### src/rtl/cpu_id_stage_if.sv
// Shared operation encoding plus the IF/EX handshake bundle of the decode stage.
// master is the decode stage side, slave is the pipeline environment around it.
package cpu_id_pkg;
  typedef enum logic [4:0] {
    OP_INVALID = 5'd0,
    OP_ADDU,
    OP_SUBU,
    OP_AND,
    OP_OR,
    OP_XOR,
    OP_NOR,
    OP_SLT,
    OP_SLTU,
    OP_SLL,
    OP_SRL,
    OP_SRA,
    OP_ADDIU,
    OP_SLTI,
    OP_SLTIU,
    OP_LW,
    OP_ANDI,
    OP_ORI,
    OP_XORI,
    OP_LUI,
    OP_J,
    OP_JAL
  } Oper_t;
endpackage

interface cpu_id_stage_if;
  import cpu_id_pkg::*;

  logic        if_valid;
  logic [31:0] if_pc;
  logic [31:0] if_inst;
  logic        id_ready;

  logic        ex_valid;
  logic        ex_ready;
  logic [31:0] ex_pc;
  Oper_t       ex_op;
  logic [31:0] ex_reg1;
  logic [31:0] ex_reg2;
  logic        ex_we;
  logic [4:0]  ex_waddr;

  modport master (
    input  if_valid, if_pc, if_inst, ex_ready,
    output id_ready, ex_valid, ex_pc, ex_op, ex_reg1, ex_reg2, ex_we, ex_waddr
  );

  modport slave (
    output if_valid, if_pc, if_inst, ex_ready,
    input  id_ready, ex_valid, ex_pc, ex_op, ex_reg1, ex_reg2, ex_we, ex_waddr
  );
endinterface

### src/rtl/cpu_id_stage.sv
// MIPS instruction-decode stage: one-entry decode slot, prioritised operand forwarding,
// load-use stall detection with a saturating stall counter, and a registered EX output.
module cpu_id_stage
  import cpu_id_pkg::*;
#(
  parameter int NUM_FWD = 2,
  parameter int CNT_W   = 16
) (
  input  logic                 clk,
  input  logic                 rst_n,
  input  logic                 flush,
  cpu_id_stage_if.master       bus,
  output logic [4:0]           reg_raddr1,
  output logic [4:0]           reg_raddr2,
  input  logic [31:0]          reg1_i,
  input  logic [31:0]          reg2_i,
  input  logic [NUM_FWD-1:0]   fwd_we,
  input  logic [NUM_FWD*5-1:0] fwd_waddr,
  input  logic [NUM_FWD*32-1:0] fwd_wdata,
  input  logic [NUM_FWD-1:0]   fwd_is_load,
  output logic [CNT_W-1:0]     stall_cnt
);

  logic        slot_valid;
  logic [31:0] slot_pc;
  logic [31:0] slot_inst;

  logic [5:0]  opcode;
  logic [5:0]  funct;
  logic [4:0]  rs;
  logic [4:0]  rt;
  logic [4:0]  rd;
  logic [4:0]  sa;
  logic [15:0] imm;

  assign opcode = slot_inst[31:26];
  assign rs     = slot_inst[25:21];
  assign rt     = slot_inst[20:16];
  assign rd     = slot_inst[15:11];
  assign sa     = slot_inst[10:6];
  assign funct  = slot_inst[5:0];
  assign imm    = slot_inst[15:0];

  assign reg_raddr1 = rs;
  assign reg_raddr2 = rt;

  logic [31:0] rs_val;
  logic [31:0] rt_val;
  logic        rs_load;
  logic        rt_load;

  // Walk from the oldest channel to the youngest so channel 0 has the final say.
  always_comb begin
    rs_val  = '0;
    rt_val  = '0;
    rs_load = 1'b0;
    rt_load = 1'b0;
    if (rs != 5'd0) rs_val = reg1_i;
    if (rt != 5'd0) rt_val = reg2_i;
    for (int i = NUM_FWD - 1; i >= 0; i--) begin
      if (fwd_we[i] && rs != 5'd0 && fwd_waddr[5*i +: 5] == rs) begin
        rs_val  = fwd_wdata[32*i +: 32];
        rs_load = fwd_is_load[i];
      end
      if (fwd_we[i] && rt != 5'd0 && fwd_waddr[5*i +: 5] == rt) begin
        rt_val  = fwd_wdata[32*i +: 32];
        rt_load = fwd_is_load[i];
      end
    end
  end

  Oper_t dec_op;

  always_comb begin
    dec_op = OP_INVALID;
    case (opcode)
      6'h00: begin
        case (funct)
          6'h21:   dec_op = OP_ADDU;
          6'h23:   dec_op = OP_SUBU;
          6'h24:   dec_op = OP_AND;
          6'h25:   dec_op = OP_OR;
          6'h26:   dec_op = OP_XOR;
          6'h27:   dec_op = OP_NOR;
          6'h2A:   dec_op = OP_SLT;
          6'h2B:   dec_op = OP_SLTU;
          6'h00:   dec_op = OP_SLL;
          6'h02:   dec_op = OP_SRL;
          6'h03:   dec_op = OP_SRA;
          default: dec_op = OP_INVALID;
        endcase
      end
      6'h02:   dec_op = OP_J;
      6'h03:   dec_op = OP_JAL;
      6'h09:   dec_op = OP_ADDIU;
      6'h0A:   dec_op = OP_SLTI;
      6'h0B:   dec_op = OP_SLTIU;
      6'h0C:   dec_op = OP_ANDI;
      6'h0D:   dec_op = OP_ORI;
      6'h0E:   dec_op = OP_XORI;
      6'h0F:   dec_op = OP_LUI;
      6'h23:   dec_op = OP_LW;
      default: dec_op = OP_INVALID;
    endcase
  end

  logic [31:0] dec_reg1;
  logic [31:0] dec_reg2;
  logic [4:0]  dec_waddr;
  logic        dec_wen;
  logic        dec_we;
  logic        use_rs;
  logic        use_rt;

  always_comb begin
    dec_reg1  = '0;
    dec_reg2  = '0;
    dec_waddr = '0;
    dec_wen   = 1'b0;
    use_rs    = 1'b0;
    use_rt    = 1'b0;
    case (dec_op)
      OP_ADDU, OP_SUBU, OP_AND, OP_OR, OP_XOR, OP_NOR, OP_SLT, OP_SLTU: begin
        dec_reg1  = rs_val;
        dec_reg2  = rt_val;
        dec_waddr = rd;
        dec_wen   = 1'b1;
        use_rs    = 1'b1;
        use_rt    = 1'b1;
      end
      OP_SLL, OP_SRL, OP_SRA: begin
        dec_reg1  = {27'b0, sa};
        dec_reg2  = rt_val;
        dec_waddr = rd;
        dec_wen   = 1'b1;
        use_rt    = 1'b1;
      end
      OP_ADDIU, OP_SLTI, OP_SLTIU, OP_LW: begin
        dec_reg1  = rs_val;
        dec_reg2  = {{16{imm[15]}}, imm};
        dec_waddr = rt;
        dec_wen   = 1'b1;
        use_rs    = 1'b1;
      end
      OP_ANDI, OP_ORI, OP_XORI: begin
        dec_reg1  = rs_val;
        dec_reg2  = {16'h0, imm};
        dec_waddr = rt;
        dec_wen   = 1'b1;
        use_rs    = 1'b1;
      end
      OP_LUI: begin
        dec_reg2  = {imm, 16'h0};
        dec_waddr = rt;
        dec_wen   = 1'b1;
      end
      OP_JAL: begin
        dec_reg1  = slot_pc + 32'd8;
        dec_waddr = 5'd31;
        dec_wen   = 1'b1;
      end
      default: ;
    endcase
  end

  assign dec_we = dec_wen && (dec_waddr != 5'd0);

  logic hazard;
  logic advance;
  logic stage_ready;
  logic accept;

  logic        ex_valid_q;
  logic [31:0] ex_pc_q;
  Oper_t       ex_op_q;
  logic [31:0] ex_reg1_q;
  logic [31:0] ex_reg2_q;
  logic        ex_we_q;
  logic [4:0]  ex_waddr_q;

  assign hazard      = (use_rs && rs_load) || (use_rt && rt_load);
  assign advance     = slot_valid && !hazard && (!ex_valid_q || bus.ex_ready);
  assign stage_ready = !flush && (!slot_valid || advance);
  assign accept      = bus.if_valid && stage_ready;

  assign bus.id_ready = stage_ready;
  assign bus.ex_valid = ex_valid_q;
  assign bus.ex_pc    = ex_pc_q;
  assign bus.ex_op    = ex_op_q;
  assign bus.ex_reg1  = ex_reg1_q;
  assign bus.ex_reg2  = ex_reg2_q;
  assign bus.ex_we    = ex_we_q;
  assign bus.ex_waddr = ex_waddr_q;

  // A same-cycle accept and advance simply overwrites the slot with the new instruction.
  always_ff @(posedge clk) begin
    if (!rst_n) begin
      slot_valid <= 1'b0;
      slot_pc    <= '0;
      slot_inst  <= '0;
    end else if (flush) begin
      slot_valid <= 1'b0;
    end else if (accept) begin
      slot_valid <= 1'b1;
      slot_pc    <= bus.if_pc;
      slot_inst  <= bus.if_inst;
    end else if (advance) begin
      slot_valid <= 1'b0;
    end
  end

  always_ff @(posedge clk) begin
    if (!rst_n) begin
      ex_valid_q <= 1'b0;
      ex_pc_q    <= '0;
      ex_op_q    <= OP_INVALID;
      ex_reg1_q  <= '0;
      ex_reg2_q  <= '0;
      ex_we_q    <= 1'b0;
      ex_waddr_q <= '0;
    end else if (flush) begin
      ex_valid_q <= 1'b0;
    end else if (advance) begin
      ex_valid_q <= 1'b1;
      ex_pc_q    <= slot_pc;
      ex_op_q    <= dec_op;
      ex_reg1_q  <= dec_reg1;
      ex_reg2_q  <= dec_reg2;
      ex_we_q    <= dec_we;
      ex_waddr_q <= dec_waddr;
    end else if (bus.ex_ready) begin
      ex_valid_q <= 1'b0;
    end
  end

  always_ff @(posedge clk) begin
    if (!rst_n) begin
      stall_cnt <= '0;
    end else if (slot_valid && hazard && stall_cnt != {CNT_W{1'b1}}) begin
      stall_cnt <= stall_cnt + CNT_W'(1);
    end
  end

endmodule

### src/flat_wrapper.sv
// flat-port wrapper written by rule: the top's interface ports become plain ports
module cpu_id_stage_flat import cpu_id_pkg::*;
#(
  parameter int NUM_FWD = 2,
  parameter int CNT_W   = 16
)
  (clk, rst_n, flush, reg_raddr1, reg_raddr2, reg1_i, reg2_i, fwd_we, fwd_waddr, fwd_wdata, fwd_is_load, stall_cnt, bus_if_valid, bus_if_pc, bus_if_inst, bus_ex_ready, bus_id_ready, bus_ex_valid, bus_ex_pc, bus_ex_op, bus_ex_reg1, bus_ex_reg2, bus_ex_we, bus_ex_waddr);
  cpu_id_stage_if bus_i ();
  input  logic clk;
  input  logic rst_n;
  input  logic flush;
  output logic [4:0] reg_raddr1;
  output logic [4:0] reg_raddr2;
  input  logic [31:0] reg1_i;
  input  logic [31:0] reg2_i;
  input  logic [NUM_FWD-1:0] fwd_we;
  input  logic [NUM_FWD*5-1:0] fwd_waddr;
  input  logic [NUM_FWD*32-1:0] fwd_wdata;
  input  logic [NUM_FWD-1:0] fwd_is_load;
  output logic [CNT_W-1:0] stall_cnt;
  input wire logic [$bits(bus_i.if_valid)-1:0] bus_if_valid;
  input wire logic [$bits(bus_i.if_pc)-1:0] bus_if_pc;
  input wire logic [$bits(bus_i.if_inst)-1:0] bus_if_inst;
  input wire logic [$bits(bus_i.ex_ready)-1:0] bus_ex_ready;
  output wire logic [$bits(bus_i.id_ready)-1:0] bus_id_ready;
  output wire logic [$bits(bus_i.ex_valid)-1:0] bus_ex_valid;
  output wire logic [$bits(bus_i.ex_pc)-1:0] bus_ex_pc;
  output wire logic [$bits(bus_i.ex_op)-1:0] bus_ex_op;
  output wire logic [$bits(bus_i.ex_reg1)-1:0] bus_ex_reg1;
  output wire logic [$bits(bus_i.ex_reg2)-1:0] bus_ex_reg2;
  output wire logic [$bits(bus_i.ex_we)-1:0] bus_ex_we;
  output wire logic [$bits(bus_i.ex_waddr)-1:0] bus_ex_waddr;
  assign bus_i.if_valid = bus_if_valid;
  assign bus_i.if_pc = bus_if_pc;
  assign bus_i.if_inst = bus_if_inst;
  assign bus_i.ex_ready = bus_ex_ready;
  assign bus_id_ready = bus_i.id_ready;
  assign bus_ex_valid = bus_i.ex_valid;
  assign bus_ex_pc = bus_i.ex_pc;
  assign bus_ex_op = bus_i.ex_op;
  assign bus_ex_reg1 = bus_i.ex_reg1;
  assign bus_ex_reg2 = bus_i.ex_reg2;
  assign bus_ex_we = bus_i.ex_we;
  assign bus_ex_waddr = bus_i.ex_waddr;
  cpu_id_stage #(.NUM_FWD(NUM_FWD), .CNT_W(CNT_W)) u_core (.clk(clk), .rst_n(rst_n), .flush(flush), .bus(bus_i), .reg_raddr1(reg_raddr1), .reg_raddr2(reg_raddr2), .reg1_i(reg1_i), .reg2_i(reg2_i), .fwd_we(fwd_we), .fwd_waddr(fwd_waddr), .fwd_wdata(fwd_wdata), .fwd_is_load(fwd_is_load), .stall_cnt(stall_cnt));
endmodule
### config.mk
export PLATFORM = sky130hd
export DESIGN_NAME = cpu_id_stage_flat
export DESIGN_NICKNAME = d
export VERILOG_FILES = /design/src/rtl/cpu_id_stage_if.sv /design/src/rtl/cpu_id_stage.sv /design/src/flat_wrapper.sv
export SDC_FILE = /design/constraint.sdc
export NUM_CORES = 1
export LEC_CHECK = 0
export ABC_AREA = 1
export CAP_MARGIN = 5
export CORE_MARGIN = 2
export CORE_UTILIZATION = 44
export DETAILED_ROUTE_END_ITERATION = 12
export PLACE_DENSITY = 0.77
export SLEW_MARGIN = 20
export SYNTH_ARGS = -nofsm -noshare
export SYNTH_HDL_FRONTEND = slang
export SYNTH_SLANG_ARGS = --single-unit
### constraint.sdc
create_clock -name clk -period 3 [get_ports clk]
set_input_delay 0.9 -clock clk [delete_from_list [all_inputs] [get_ports clk]]
set_output_delay 0.9 -clock clk [all_outputs]
set_load 0.005 [all_outputs]
==> out/qor.csv <==
metric,value,unit
Max Root-Sink Buffers,2,
sequential share of power,0.394,
final setup violation count,66,
register area,3810,um^2
post-DR wirelength/cell,19.1,um
outcome,"finished, violations left",
switching pwr,2.24,mW
sequential share of the synthesized area,0.328,
Syn Inst Count,1903,
fillcell total,2450,
CTS tree,yes,
Routed WL,50100,um
pre-CTS WS,-0.990,ns
failing checks,setup timing,
Final Cycle Share,1.11,
CP required,2.10,ns
asr flop ratio synth,0,
"Avg Cell Area, Syn",6.06,um^2
min Tclk post-route,3.32,ns
hold_sp,u_core.bus.ex_reg1[6]$_SDFFE_PN0P_,
Peak VDD IR,0.000313,V
RSZ-0062 raised after global routing,yes,
Worst setup SP type,register,
most frequent cells in the layout,"391 x nand2_1, 343 x nor2_1, 330 x clkdlybuf4s50_1, 215 x inv_1, 176 x dfxtp_1",
most used cell along the critical path,nand2_2,
worst-path fanout max,6,
Critical-path top delay cell,dfxtp_2,
Worst Path Arrival,2.42,ns
Highest Clock Rate,0.301,GHz
fin worst setup slack,-0.320,ns
Fin Clk Skew,0.0159,ns
library cells used by synthesis,40,
Root Driver,clkbuf_16,
Core Box Area,25900,um^2
DR vias/cell,5.47,
clock power share,0.361,
Min Hold Slack,0.485,ns
Clock Latency Late Sink,0.44,ns
number of synthesized register bits,189,
R2R depth,20,
largest net degree at the start of global routing,94,
Hold WC Path Type,register to register,
CTS sink cnt,189,
Rows,59,
Post-synth EDFFs,0,
Mapped Area,11500,um^2
# DRC,0,
r2r startpoint,u_core.slot_inst[5]$_SDFFE_PN0P_,
first-pass iteration count of the detailed router,6,
switching fraction of total power,0.328,
ys flop type,dfxtp_1,
chip height,166,um
Post-Syn Nets,2116,
Multi-input gate area,6290,um^2
I/O pins,346,
Crit path largest cell delay,0.35,ns
first-pass GRT wire length,76200,um
Worst Hold Path Cells,2,
Congestion Overflow GR,0,
antenna violations before repair,6,
Placer Congestion,0.987,
layout cells sized above 1,0.120,
"critical path, cell by cell",inv_2 > nor2_4 > buf_4 > nand3_2 > nand4_1 > nand2_1 > nand2_2 > nor2_1 > nand3_1 > nand2_2 > nand2_4 > nand2_2 > nand2_2 > o21bai_4 > nand2_2 > inv_2 > buf_2,
PortBufs,345,
die width,166,um
Nets,2484,
detailed placement HPWL,37200,um
Fin Setup TNS,-11.25,ns
Worst R2R End,u_core.slot_inst[14]$_SDFFE_PN0P_,
Lkg Pwr,7.19,nW
"Clk pin slew, worst setup/hold paths",0.08,ns
CP Launch Point,u_core.slot_inst[5]$_SDFFE_PN0P_,
Least-Margin Pin Slew,0.858,ns
ANT nets after route,0,
slew margin rel.,0.428,
pwr/cell area,409,nW/um^2
warnings from Yosys,0,
hold_buf cts,0,
violation count after the first detailed-route iteration,1468,
via count,14300,
max-slew violations,0,
"most common cell after layout, fill and taps aside",nand2_1,
GRT Overall Usage,0.351,
Pint,4.58,mW
Critical Path End,bus_id_ready,
worst setup path class,register to output pin,
number of global-route vias before repair,13400,
R2R Setup Slk,-0.21,ns
Comb pwr share,0.246,
Final Hold Fails,0,
Die Area,27500,um^2
area grow syn2layout,44.7,%
CTS Buf Count,17,
Max Cap Violations,0,
initial core utilization,0.445,
Crit. End Element,output pin,
CTS H-tree lvls,4,
-- cells in the mapped netlist, types with 16 or more instances --
cell        n  share of area
nand2_1   402           0.13
nor2_1    352           0.11
inv_1     223          0.073
dfxtp_1   189           0.33
o21ai_0   170          0.074
a21oi_1    94          0.041
nand4_1    79          0.043
nand3_1    78          0.034
clkbuf_1   67          0.022
inv_2      30         0.0098
o211ai_1   28          0.018
nor3_1     23          0.010
a31oi_1    21          0.011
buf_2      19         0.0082
xor2_1     18          0.014
buf_1      17         0.0055
nor4_1     16         0.0087
-- timing repair --
item | CTS | global route
endpoints found under the setup margin | 87 | 75
resized for setup | 95 | 19
pin swaps | 30 | 14
setup buffers | 28 | 4
-- state kept, by name (all words and copies together), names as in the netlist, 5 cells and up --
| register | cells |
|---|---|
| u_core.bus.ex_op | 5 |
| u_core.bus.ex_pc | 32 |
| u_core.bus.ex_reg1 | 32 |
| u_core.bus.ex_reg2 | 32 |
| u_core.bus.ex_waddr | 5 |
| u_core.slot_inst | 32 |
| u_core.slot_pc | 32 |
| u_core.stall_cnt | 16 |
-- layer usage --
metal | vias to the layer above | part of all wire | global-route usage
li1 | 6859 | - | -
met1 | 6668 | 0.41 | 0.468
met2 | 738 | 0.47 | 0.579
met3 | 81 | 0.087 | 0.0567
met4 | 0 | 0.030 | 0.119
met5 | - | 0 | 0
-- through the flow --
stage          power [mW]  cells  cell area [um^2]  utilization
6_report             6.82   2625             16700        0.644
5_1_grt              7.09   2624             16700        0.644
3_5_place_dp         4.30   2559             15700        0.605
2_1_floorplan        3.52   1903             11500            -
3_3_place_gp         4.29   2559             15700        0.605
4_1_cts              6.78   2619             16600        0.641
-- kinds of logic after synthesis --
kind of cell,after synthesis,share of synthesized area
and+or+nand+nor,967,0.352
AOI/OAI and AO/OA,341,0.164
adders and majority gates,2,0.00217
DFF,189,0.328
xor gates and xnor gates,20,0.0152
buffers and inverters,384,0.139
-- final cells by class --
type | instances | share of cell area
antenna | 6 | 0.000900
tap | 335 | 0.0251
timing repair buffer | 475 | 0.272
inverter | 258 | 0.0584
multi-input combinational | 1330 | 0.377
sequential | 189 | 0.229
clock inverter | 14 | 0.0115
clock buffer | 18 | 0.0263
-- worst max-delay path, delay by kind of cell (launching register included) --
family	cells	cell delay, ns
and+or+nand+nor	12	1.13
buffers and inverters	4	0.37
DFF	1	0.35
AOI/OAI and AO/OA	1	0.12
-- how the worst min path moves through the flow --
stage,slack [ns],end
after floorplan,0.46,u_core.bus.ex_reg1[20]$_SDFFE_PN0P_
after global placement,0.46,u_core.bus.ex_reg1[6]$_SDFFE_PN0P_
after CTS,0.48,u_core.bus.ex_reg1[25]$_SDFFE_PN0P_
final,0.48,u_core.bus.ex_reg1[6]$_SDFFE_PN0P_
after detailed placement,0.46,u_core.bus.ex_reg1[25]$_SDFFE_PN0P_
after global routing,0.50,u_core.bus.ex_reg2[30]$_SDFFE_PN0P_
-- power by group through the flow --
| stage | clock, mW | sequential, mW | combinational, mW |
|---|---|---|---|
| finish | 2.46 | 2.69 | 1.68 |
| global route | 2.59 | 2.70 | 1.81 |
| CTS | 2.47 | 2.68 | 1.63 |
| detailed placement | 0 | 2.74 | 1.56 |
| global placement | 0 | 2.73 | 1.56 |
| floorplan | 0 | 2.72 | 0.797 |
Power figures use the tool's default switching activity.
